--- config.mk ---
export PLATFORM = sky130hd
export DESIGN_NAME = alu_reservation_station_flat
export DESIGN_NICKNAME = d
export VERILOG_FILES = /design/src/rtl/alu_reservation_station_if.sv /design/src/rtl/alu_reservation_station.sv /design/src/flat_wrapper.sv
export SDC_FILE = /design/constraint.sdc
export NUM_CORES = 2
export LEC_CHECK = 0
export CORE_ASPECT_RATIO = 0.8
export CORE_MARGIN = 1.5
export CORE_UTILIZATION = 53
export DETAILED_ROUTE_END_ITERATION = 6
export GPL_TIMING_DRIVEN = 1
export PLACE_DENSITY = 0.77
export SYNTH_ARGS = -nofsm -noshare
export SYNTH_HDL_FRONTEND = slang
export SYNTH_SLANG_ARGS = --single-unit
--- constraint.sdc ---
create_clock -name clk -period 27.2 [get_ports clk]
set_input_delay 4.08 -clock clk [delete_from_list [all_inputs] [get_ports clk]]
set_output_delay 4.08 -clock clk [all_outputs]
set_load 0.02 [all_outputs]
--- src/rtl/alu_reservation_station_if.sv ---
// Shared widths, control/entry types and the dispatch/CDB/issue bundle of the ALU reservation station.
// The master side feeds dispatch, CDB and alu_ready; the slave side is the station itself.
`ifndef REG_VAL_WIDTH
`define REG_VAL_WIDTH 32
`endif
`ifndef PHYSICAL_REG_NUM_WIDTH
`define PHYSICAL_REG_NUM_WIDTH 6
`endif
`ifndef INST_ADDR_WIDTH
`define INST_ADDR_WIDTH 32
`endif
`ifndef ROB_SIZE_WIDTH
`define ROB_SIZE_WIDTH 5
`endif

package alu_rs_pkg;
    localparam int REG_W  = `REG_VAL_WIDTH;
    localparam int PREG_W = `PHYSICAL_REG_NUM_WIDTH;
    localparam int ADDR_W = `INST_ADDR_WIDTH;
    localparam int ROB_W  = `ROB_SIZE_WIDTH;

    typedef struct packed {
        logic [3:0] alu_op;
        logic       use_imm;
        logic       is_branch;
    } control_t;

    typedef struct packed {
        logic              s1_rdy;
        logic [PREG_W-1:0] s1_tag;
        logic [REG_W-1:0]  s1_val;
        logic              s2_rdy;
        logic [PREG_W-1:0] s2_tag;
        logic [REG_W-1:0]  s2_val;
        logic [PREG_W-1:0] dst;
        control_t          ctrl;
        logic [REG_W-1:0]  imm;
        logic [ADDR_W-1:0] pc;
        logic [ROB_W-1:0]  rob;
    } entry_t;
endpackage

interface alu_reservation_station_if;
    import alu_rs_pkg::*;

    logic              disp_valid;
    logic              disp_ready;
    logic [PREG_W-1:0] disp_src1_tag;
    logic [PREG_W-1:0] disp_src2_tag;
    logic              disp_src1_rdy;
    logic              disp_src2_rdy;
    logic [REG_W-1:0]  disp_src1_val;
    logic [REG_W-1:0]  disp_src2_val;
    logic [PREG_W-1:0] disp_dst_addr;
    control_t          disp_control;
    logic [REG_W-1:0]  disp_imm;
    logic [ADDR_W-1:0] disp_pc;
    logic [ROB_W-1:0]  disp_rob_tag;

    logic              cdb_valid;
    logic [PREG_W-1:0] cdb_addr;
    logic [REG_W-1:0]  cdb_val;

    logic              alu_ready;
    logic              rs_valid;
    logic [REG_W-1:0]  src_reg1_val;
    logic [REG_W-1:0]  src_reg2_val;
    logic [PREG_W-1:0] dst_reg_addr;
    control_t          control;
    logic [REG_W-1:0]  immediate;
    logic [ADDR_W-1:0] pc_in;
    logic [ROB_W-1:0]  new_inst_tag_in;

    modport master (
        output disp_valid, disp_src1_tag, disp_src2_tag, disp_src1_rdy, disp_src2_rdy,
               disp_src1_val, disp_src2_val, disp_dst_addr, disp_control, disp_imm,
               disp_pc, disp_rob_tag, cdb_valid, cdb_addr, cdb_val, alu_ready,
        input  disp_ready, rs_valid, src_reg1_val, src_reg2_val, dst_reg_addr, control,
               immediate, pc_in, new_inst_tag_in
    );

    modport slave (
        input  disp_valid, disp_src1_tag, disp_src2_tag, disp_src1_rdy, disp_src2_rdy,
               disp_src1_val, disp_src2_val, disp_dst_addr, disp_control, disp_imm,
               disp_pc, disp_rob_tag, cdb_valid, cdb_addr, cdb_val, alu_ready,
        output disp_ready, rs_valid, src_reg1_val, src_reg2_val, dst_reg_addr, control,
               immediate, pc_in, new_inst_tag_in
    );
endinterface

--- src/rtl/alu_reservation_station.sv ---
// Collapsing-queue reservation station in front of the ALU: entry 0 is the oldest, operands are
// captured at dispatch or snooped off the CDB, and the oldest entry with both operands ready issues.
module alu_reservation_station
    import alu_rs_pkg::*;
#(
    parameter int NUM_ENTRIES = 4,
    parameter int CNT_WIDTH   = $clog2(NUM_ENTRIES + 1)
) (
    input  logic                     clk,
    input  logic                     reset,
    input  logic                     flush,
    alu_reservation_station_if.slave rs_if
);
    localparam int IDX_W = $clog2(NUM_ENTRIES);

    entry_t                 r_entry [NUM_ENTRIES];
    entry_t                 w_wake  [NUM_ENTRIES];
    entry_t                 w_next  [NUM_ENTRIES];
    logic [NUM_ENTRIES-1:0] w_ready;
    logic [CNT_WIDTH-1:0]   r_count;
    logic [CNT_WIDTH-1:0]   w_wr_idx;
    logic [IDX_W-1:0]       w_sel;
    logic                   w_any;
    logic                   w_issue;
    logic                   w_disp;
    logic                   w_disp_ready;
    entry_t                 w_disp_raw;
    entry_t                 w_disp_entry;

    logic                   r_rs_valid;
    logic [REG_W-1:0]       r_src_reg1_val;
    logic [REG_W-1:0]       r_src_reg2_val;
    logic [PREG_W-1:0]      r_dst_reg_addr;
    control_t               r_control;
    logic [REG_W-1:0]       r_immediate;
    logic [ADDR_W-1:0]      r_pc_in;
    logic [ROB_W-1:0]       r_new_inst_tag_in;

    // CDB tag match on a not-yet-ready operand captures the broadcast value.
    function automatic entry_t f_wake(input entry_t e, input logic v,
                                      input logic [PREG_W-1:0] a, input logic [REG_W-1:0] d);
        entry_t o;
        o = e;
        if (v && !e.s1_rdy && (e.s1_tag == a)) begin
            o.s1_rdy = 1'b1;
            o.s1_val = d;
        end
        if (v && !e.s2_rdy && (e.s2_tag == a)) begin
            o.s2_rdy = 1'b1;
            o.s2_val = d;
        end
        return o;
    endfunction

    assign w_disp_ready = (r_count < CNT_WIDTH'(NUM_ENTRIES));
    assign w_disp       = rs_if.disp_valid && w_disp_ready && !flush;
    assign w_issue      = rs_if.alu_ready && !r_rs_valid && w_any && !flush;
    assign w_wr_idx     = r_count - CNT_WIDTH'(w_issue);

    assign w_disp_raw = '{
        s1_rdy: rs_if.disp_src1_rdy, s1_tag: rs_if.disp_src1_tag, s1_val: rs_if.disp_src1_val,
        s2_rdy: rs_if.disp_src2_rdy, s2_tag: rs_if.disp_src2_tag, s2_val: rs_if.disp_src2_val,
        dst: rs_if.disp_dst_addr, ctrl: rs_if.disp_control, imm: rs_if.disp_imm,
        pc: rs_if.disp_pc, rob: rs_if.disp_rob_tag
    };
    assign w_disp_entry = f_wake(w_disp_raw, rs_if.cdb_valid, rs_if.cdb_addr, rs_if.cdb_val);

    // Eligibility uses registered ready bits only, so a wakeup counts from the next cycle.
    always_comb begin
        w_sel = '0;
        w_any = 1'b0;
        for (int i = NUM_ENTRIES - 1; i >= 0; i--) begin
            if (w_ready[i]) begin
                w_sel = IDX_W'(i);
                w_any = 1'b1;
            end
        end
    end

    for (genvar gi = 0; gi < NUM_ENTRIES; gi++) begin : g_entry
        entry_t w_up;
        logic   w_shift;
        logic   w_take;

        assign w_wake[gi]  = f_wake(r_entry[gi], rs_if.cdb_valid, rs_if.cdb_addr, rs_if.cdb_val);
        assign w_ready[gi] = (r_count > CNT_WIDTH'(gi)) && r_entry[gi].s1_rdy && r_entry[gi].s2_rdy;

        if (gi < NUM_ENTRIES - 1) begin : g_up
            assign w_up = w_wake[gi + 1];
        end else begin : g_top
            assign w_up = w_wake[gi];
        end

        // Slots at or above the issued one collapse down; the dispatch lands at the new tail.
        assign w_shift    = w_issue && (IDX_W'(gi) >= w_sel);
        assign w_take     = w_disp && (w_wr_idx == CNT_WIDTH'(gi));
        assign w_next[gi] = w_take ? w_disp_entry : (w_shift ? w_up : w_wake[gi]);
    end

    always_ff @(posedge clk or posedge reset) begin
        if (reset) begin
            for (int i = 0; i < NUM_ENTRIES; i++) begin
                r_entry[i] <= '0;
            end
            r_count    <= '0;
            r_rs_valid <= 1'b0;
        end else begin
            for (int i = 0; i < NUM_ENTRIES; i++) begin
                r_entry[i] <= w_next[i];
            end
            if (flush) begin
                r_count    <= '0;
                r_rs_valid <= 1'b0;
            end else begin
                r_count    <= r_count - CNT_WIDTH'(w_issue) + CNT_WIDTH'(w_disp);
                r_rs_valid <= w_issue;
            end
        end
    end

    // Payload is a snapshot taken at issue and held until the next issue.
    always_ff @(posedge clk or posedge reset) begin
        if (reset) begin
            r_src_reg1_val    <= '0;
            r_src_reg2_val    <= '0;
            r_dst_reg_addr    <= '0;
            r_control         <= '0;
            r_immediate       <= '0;
            r_pc_in           <= '0;
            r_new_inst_tag_in <= '0;
        end else if (w_issue) begin
            r_src_reg1_val    <= r_entry[w_sel].s1_val;
            r_src_reg2_val    <= r_entry[w_sel].s2_val;
            r_dst_reg_addr    <= r_entry[w_sel].dst;
            r_control         <= r_entry[w_sel].ctrl;
            r_immediate       <= r_entry[w_sel].imm;
            r_pc_in           <= r_entry[w_sel].pc;
            r_new_inst_tag_in <= r_entry[w_sel].rob;
        end
    end

    assign rs_if.disp_ready      = w_disp_ready;
    assign rs_if.rs_valid        = r_rs_valid;
    assign rs_if.src_reg1_val    = r_src_reg1_val;
    assign rs_if.src_reg2_val    = r_src_reg2_val;
    assign rs_if.dst_reg_addr    = r_dst_reg_addr;
    assign rs_if.control         = r_control;
    assign rs_if.immediate       = r_immediate;
    assign rs_if.pc_in           = r_pc_in;
    assign rs_if.new_inst_tag_in = r_new_inst_tag_in;

endmodule

--- src/flat_wrapper.sv ---
// flat-port wrapper written by rule: the top's interface ports become plain ports
module alu_reservation_station_flat import alu_rs_pkg::*;
#(
    parameter int NUM_ENTRIES = 4,
    parameter int CNT_WIDTH   = $clog2(NUM_ENTRIES + 1)
)
  (clk, reset, flush, rs_if_disp_valid, rs_if_disp_src1_tag, rs_if_disp_src2_tag, rs_if_disp_src1_rdy, rs_if_disp_src2_rdy, rs_if_disp_src1_val, rs_if_disp_src2_val, rs_if_disp_dst_addr, rs_if_disp_control, rs_if_disp_imm, rs_if_disp_pc, rs_if_disp_rob_tag, rs_if_cdb_valid, rs_if_cdb_addr, rs_if_cdb_val, rs_if_alu_ready, rs_if_disp_ready, rs_if_rs_valid, rs_if_src_reg1_val, rs_if_src_reg2_val, rs_if_dst_reg_addr, rs_if_control, rs_if_immediate, rs_if_pc_in, rs_if_new_inst_tag_in);
  alu_reservation_station_if rs_if_i ();
  input  logic clk;
  input  logic reset;
  input  logic flush;
  input wire logic [$bits(rs_if_i.disp_valid)-1:0] rs_if_disp_valid;
  input wire logic [$bits(rs_if_i.disp_src1_tag)-1:0] rs_if_disp_src1_tag;
  input wire logic [$bits(rs_if_i.disp_src2_tag)-1:0] rs_if_disp_src2_tag;
  input wire logic [$bits(rs_if_i.disp_src1_rdy)-1:0] rs_if_disp_src1_rdy;
  input wire logic [$bits(rs_if_i.disp_src2_rdy)-1:0] rs_if_disp_src2_rdy;
  input wire logic [$bits(rs_if_i.disp_src1_val)-1:0] rs_if_disp_src1_val;
  input wire logic [$bits(rs_if_i.disp_src2_val)-1:0] rs_if_disp_src2_val;
  input wire logic [$bits(rs_if_i.disp_dst_addr)-1:0] rs_if_disp_dst_addr;
  input wire logic [$bits(rs_if_i.disp_control)-1:0] rs_if_disp_control;
  input wire logic [$bits(rs_if_i.disp_imm)-1:0] rs_if_disp_imm;
  input wire logic [$bits(rs_if_i.disp_pc)-1:0] rs_if_disp_pc;
  input wire logic [$bits(rs_if_i.disp_rob_tag)-1:0] rs_if_disp_rob_tag;
  input wire logic [$bits(rs_if_i.cdb_valid)-1:0] rs_if_cdb_valid;
  input wire logic [$bits(rs_if_i.cdb_addr)-1:0] rs_if_cdb_addr;
  input wire logic [$bits(rs_if_i.cdb_val)-1:0] rs_if_cdb_val;
  input wire logic [$bits(rs_if_i.alu_ready)-1:0] rs_if_alu_ready;
  output wire logic [$bits(rs_if_i.disp_ready)-1:0] rs_if_disp_ready;
  output wire logic [$bits(rs_if_i.rs_valid)-1:0] rs_if_rs_valid;
  output wire logic [$bits(rs_if_i.src_reg1_val)-1:0] rs_if_src_reg1_val;
  output wire logic [$bits(rs_if_i.src_reg2_val)-1:0] rs_if_src_reg2_val;
  output wire logic [$bits(rs_if_i.dst_reg_addr)-1:0] rs_if_dst_reg_addr;
  output wire logic [$bits(rs_if_i.control)-1:0] rs_if_control;
  output wire logic [$bits(rs_if_i.immediate)-1:0] rs_if_immediate;
  output wire logic [$bits(rs_if_i.pc_in)-1:0] rs_if_pc_in;
  output wire logic [$bits(rs_if_i.new_inst_tag_in)-1:0] rs_if_new_inst_tag_in;
  assign rs_if_i.disp_valid = rs_if_disp_valid;
  assign rs_if_i.disp_src1_tag = rs_if_disp_src1_tag;
  assign rs_if_i.disp_src2_tag = rs_if_disp_src2_tag;
  assign rs_if_i.disp_src1_rdy = rs_if_disp_src1_rdy;
  assign rs_if_i.disp_src2_rdy = rs_if_disp_src2_rdy;
  assign rs_if_i.disp_src1_val = rs_if_disp_src1_val;
  assign rs_if_i.disp_src2_val = rs_if_disp_src2_val;
  assign rs_if_i.disp_dst_addr = rs_if_disp_dst_addr;
  assign rs_if_i.disp_control = rs_if_disp_control;
  assign rs_if_i.disp_imm = rs_if_disp_imm;
  assign rs_if_i.disp_pc = rs_if_disp_pc;
  assign rs_if_i.disp_rob_tag = rs_if_disp_rob_tag;
  assign rs_if_i.cdb_valid = rs_if_cdb_valid;
  assign rs_if_i.cdb_addr = rs_if_cdb_addr;
  assign rs_if_i.cdb_val = rs_if_cdb_val;
  assign rs_if_i.alu_ready = rs_if_alu_ready;
  assign rs_if_disp_ready = rs_if_i.disp_ready;
  assign rs_if_rs_valid = rs_if_i.rs_valid;
  assign rs_if_src_reg1_val = rs_if_i.src_reg1_val;
  assign rs_if_src_reg2_val = rs_if_i.src_reg2_val;
  assign rs_if_dst_reg_addr = rs_if_i.dst_reg_addr;
  assign rs_if_control = rs_if_i.control;
  assign rs_if_immediate = rs_if_i.immediate;
  assign rs_if_pc_in = rs_if_i.pc_in;
  assign rs_if_new_inst_tag_in = rs_if_i.new_inst_tag_in;
  alu_reservation_station #(.NUM_ENTRIES(NUM_ENTRIES), .CNT_WIDTH(CNT_WIDTH)) u_core (.clk(clk), .reset(reset), .flush(flush), .rs_if(rs_if_i));
endmodule
==> results.py <==
metrics = {
    "sta": {
        "tightest_slew_ns": 1.30,
        "final_hold_viol_count": 0,
        "maxSlewViolCount": 0,
        "rsz0062_at_grt": "no",
        "period_needed_ns": 9.57,
        "fin_tns_setup_ns": 0,
        "setup_violations": 0,
        "period_share_pct": 35.2,
        "slew_headroom_pct": 13.0,
        "fmax_ghz": 0.105,
        "skew_ns": 0.0174,
    },
    "run": {
        "maxCapViolations": 0,
    },
    "cells_and_area": {
        "drive_above_1_share_pct": 8.05,
        "final_util_pct": 62.5,
        "nNetsFinal": 4127,
        "areaGrowthSynthToFinish_pct": 16.7,
    },
    "grt": {
        "grt_pass1_wl_mm": 190,
        "grt_max_degree": 181,
        "grt_pass1_vias": 31774,
        "antenna_found_initial": 18,
        "grt_remaining_overflow": 0,
        "track_usage_pct": 31.9,
    },
    "setup_path": {
        "worstPathArrival_ns": 10.05,
        "start_kind": "primary input",
        "critPathCaptureType": "register",
        "worstPathRequired_ns": 27.68,
        "worstSetupPathType": "primary input to register",
        "crit_path_max_fanout": 68,
    },
    "detailed_routing": {
        "top_layer": "met5",
        "totalWireLength_mm": 124,
        "first_pass_iters": 7,
        "met2_length_mm": 56.4,
        "vias": 32444,
        "route.detailed.drc": 0,
        "initialDrtViolationCount": 3678,
        "wl_met3_mm": 11.6,
        "vias_per_cell": 6.49,
        "drt-met1-wl_mm": 51.7,
        "routedWlPerCell_um": 24.8,
        "drtAntennaViolNets": 0,
    },
    "yosys": {
        "netlist_area_sq_mm": 0.0395,
        "synth_edf_count": 0,
        "async_flop_share_pct": 100,
        "ys_ff_latch": 785,
        "synth.avg_cell_area_sq_um": 10.4,
        "synth.yosys.warnings": 0,
        "syn_nets": 3995,
        "ys.flop_type": "dfrtp_1",
        "yosysUniqueCellTypes": 54,
        "synth_cells": 3789,
        "ys_seq_area_share_pct": 49.7,
    },
    "clock_tree": {
        "cts.clk_slew.worst_paths_ns": 0.07,
        "cts_resized": 0,
        "insertion_delay_ns": 0.64,
        "cts_buffers": 80,
        "cts_tree": "done",
        "postCtsSetupBuffers": 0,
        "cts.sinks": 785,
        "cts_hold_buf": 0,
        "ctsHtreeMaxLevel": 3,
        "clockRootBuffer": "clkbuf_16",
        "cts_buffer_depth": 3,
    },
    "power": {
        "power.total_mw": 4.75,
        "power_density_mw_per_mm2": 103,
        "power_frac_clock_pct": 25.3,
        "p_sw_mw": 1.65,
        "max-vdd-ir-drop_v": 0.0000569,
        "pwr-share-comb_pct": 30.6,
        "seq_power_share_pct": 44.1,
        "p_int_mw": 3.10,
        "p_leak_nw": 21.3,
        "switching_share_pct": 34.8,
    },
    "floorplan": {
        "fp.coreArea_sq_mm": 0.0738,
        "die_w_um": 308,
        "start_util_pct": 53.6,
        "io_pins": 350,
        "die_area_sq_mm": 0.0763,
        "num_rows": 89,
        "die_y_um": 247,
    },
    "status": {
        "status": "finished, final reports clean",
    },
    "place": {
        "dpl.hpwl_mm": 69.5,
        "place_congestion": 0.839,
        "io_buffer_count": 349,
    },
    "min_path": {
        "min_path_type": "register to register",
    },
}
==> per-layer routing <==
metal	up-vias	GRT usage, %
li1	14149	-
met1	16295	44.5
met2	1702	49.5
met3	284	7.28
met4	14	10.8
met5	-	0
==> flip-flops by register name, summed over array words and instances, names as in the netlist <==
register,flops
u_core.r_entry,357
u_core.rs_if.src_reg2_val,32
u_core.g_entry.w_up,279
u_core.rs_if.new_inst_tag_in,5
u_core.rs_if.immediate,32
u_core.rs_if.pc_in,32
u_core.rs_if.rs_valid,1
u_core.rs_if.control,6
u_core.rs_if.src_reg1_val,32
u_core.rs_if.dst_reg_addr,6
u_core.r_count,3
==> metrics by stage <==
step,worst slack [ns],std cells,hold WS (ns),area (sq um)
2_1_floorplan,1.08,3789,0.477,39500
3_3_place_gp,17.33,4840,0.473,43300
3_5_place_dp,17.08,4840,0.472,43300
4_1_cts,17.73,4987,0.487,46100
5_1_grt,17.36,4993,0.502,46100
6_report,17.63,4997,0.486,46200
==> layout by cell type (no fill, tap or decap), drive strengths merged, types with 64 or more instances in the layout <==
| cell type | n |
|---|---|
| o22ai | 158 |
| o221ai | 146 |
| mux2i | 641 |
| a211oi | 64 |
| nand2 | 496 |
| clkbuf | 109 |
| clkdlybuf4s50 | 349 |
| nor3 | 71 |
| o21ai | 230 |
| a31oi | 93 |
| mux2 | 94 |
| a222oi | 64 |
| nor2 | 260 |
| dfrtp | 785 |
| o22a | 64 |
==> cell usage after synthesis (all sizes together), types with 2 or more instances <==
cell type / n / share of area (%)
a211oi: 64 / 1.2
a21oi: 4 / 0.060
a222oi: 64 / 1.6
a22o: 2 / 0.047
a22oi: 32 / 0.61
a31oi: 93 / 1.5
a41oi: 2 / 0.063
and2: 36 / 0.57
and3: 2 / 0.032
buf: 174 / 2.4
clkbuf: 182 / 1.7
dfrtp: 785 / 50
ha: 3 / 0.095
inv: 38 / 0.36
mux2: 94 / 2.7
mux2i: 641 / 16
nand2: 496 / 4.7
nand2b: 11 / 0.17
nand3: 5 / 0.063
nand3b: 3 / 0.057
nand4: 9 / 0.16
nor2: 260 / 2.5
nor2b: 38 / 0.60
nor3: 71 / 0.90
nor3b: 7 / 0.19
nor4: 3 / 0.063
o21ai: 230 / 2.9
o221ai: 146 / 3.2
o22a: 64 / 1.4
o22ai: 158 / 2.5
xnor2: 28 / 0.62
xor2: 35 / 0.78
==> final timing paths <==
| kind | slack [ns] | cells past startpoint | start | to |
|---|---|---|---|---|
| max | 17.63 | 12 | flush | u_core.r_entry[284] |
| min | 0.49 | 2 | u_core.rs_if.immediate[24] | u_core.rs_if.immediate[24] |
| max reg2reg | 20.32 | 12 | u_core.r_count[2] | u_core.r_entry[284] |
| min reg2reg | 0.49 | 2 | u_core.rs_if.immediate[24] | u_core.rs_if.immediate[24] |
| max in group asynchronous | 20.75 | 4 | reset | u_core.r_entry[496] |
| min in group asynchronous | 4.05 | 2 | reset | u_core.r_entry[564] |
==> critical path, cell delays in order <==
cell	delay [ns]
clkdlybuf4s50_1	0.62
nor3b_4	0.52
o21ai_4	0.39
inv_1	0.20
ha_1	0.18
ha_1	0.31
nor2_1	0.42
nand3_4	0.87
nand2b_4	1.16
buf_4	0.92
o22a_1	0.22
o21ai_0	0.09
==> logic make-up (layout without fill, tap and decap cells) <==
| group | after synthesis | count (layout) | share of synthesized area, % |
|---|---|---|---|
| xor+xnor | 63 | 63 | 1.40 |
| other cells | 0 | 10 | 0 |
| flops | 785 | 785 | 49.7 |
| buf+inv | 394 | 591 | 4.54 |
| mux | 735 | 735 | 18.9 |
| fa+ha+maj | 3 | 3 | 0.0949 |
| compound gates | 866 | 866 | 15.3 |
| simple gates | 943 | 943 | 10.1 |
==> power by group through the flow <==
| stage | Clock (mW) | Combinational, mW | Sequential, mW |
|---|---|---|---|
| global route | 1.25 | 1.60 | 2.15 |
| floorplan | 0 | 0.883 | 2.09 |
| CTS | 1.21 | 1.45 | 2.08 |
| global placement | 0 | 1.39 | 2.08 |
| finish | 1.20 | 1.46 | 2.10 |
| detailed placement | 0 | 1.44 | 2.09 |
==> cell type report <==
class                      count  area, sq um
fill                        5870        27700
sequential                   785        19600
multi-input combinational   2610        18300
timing repair buffer         406         3950
clock buffer                 109         2300
tap                         1001         1250
clock inverter                38          547
inverter                      38          150
antenna                       10         25.0
Power figures use the tool's default switching activity.
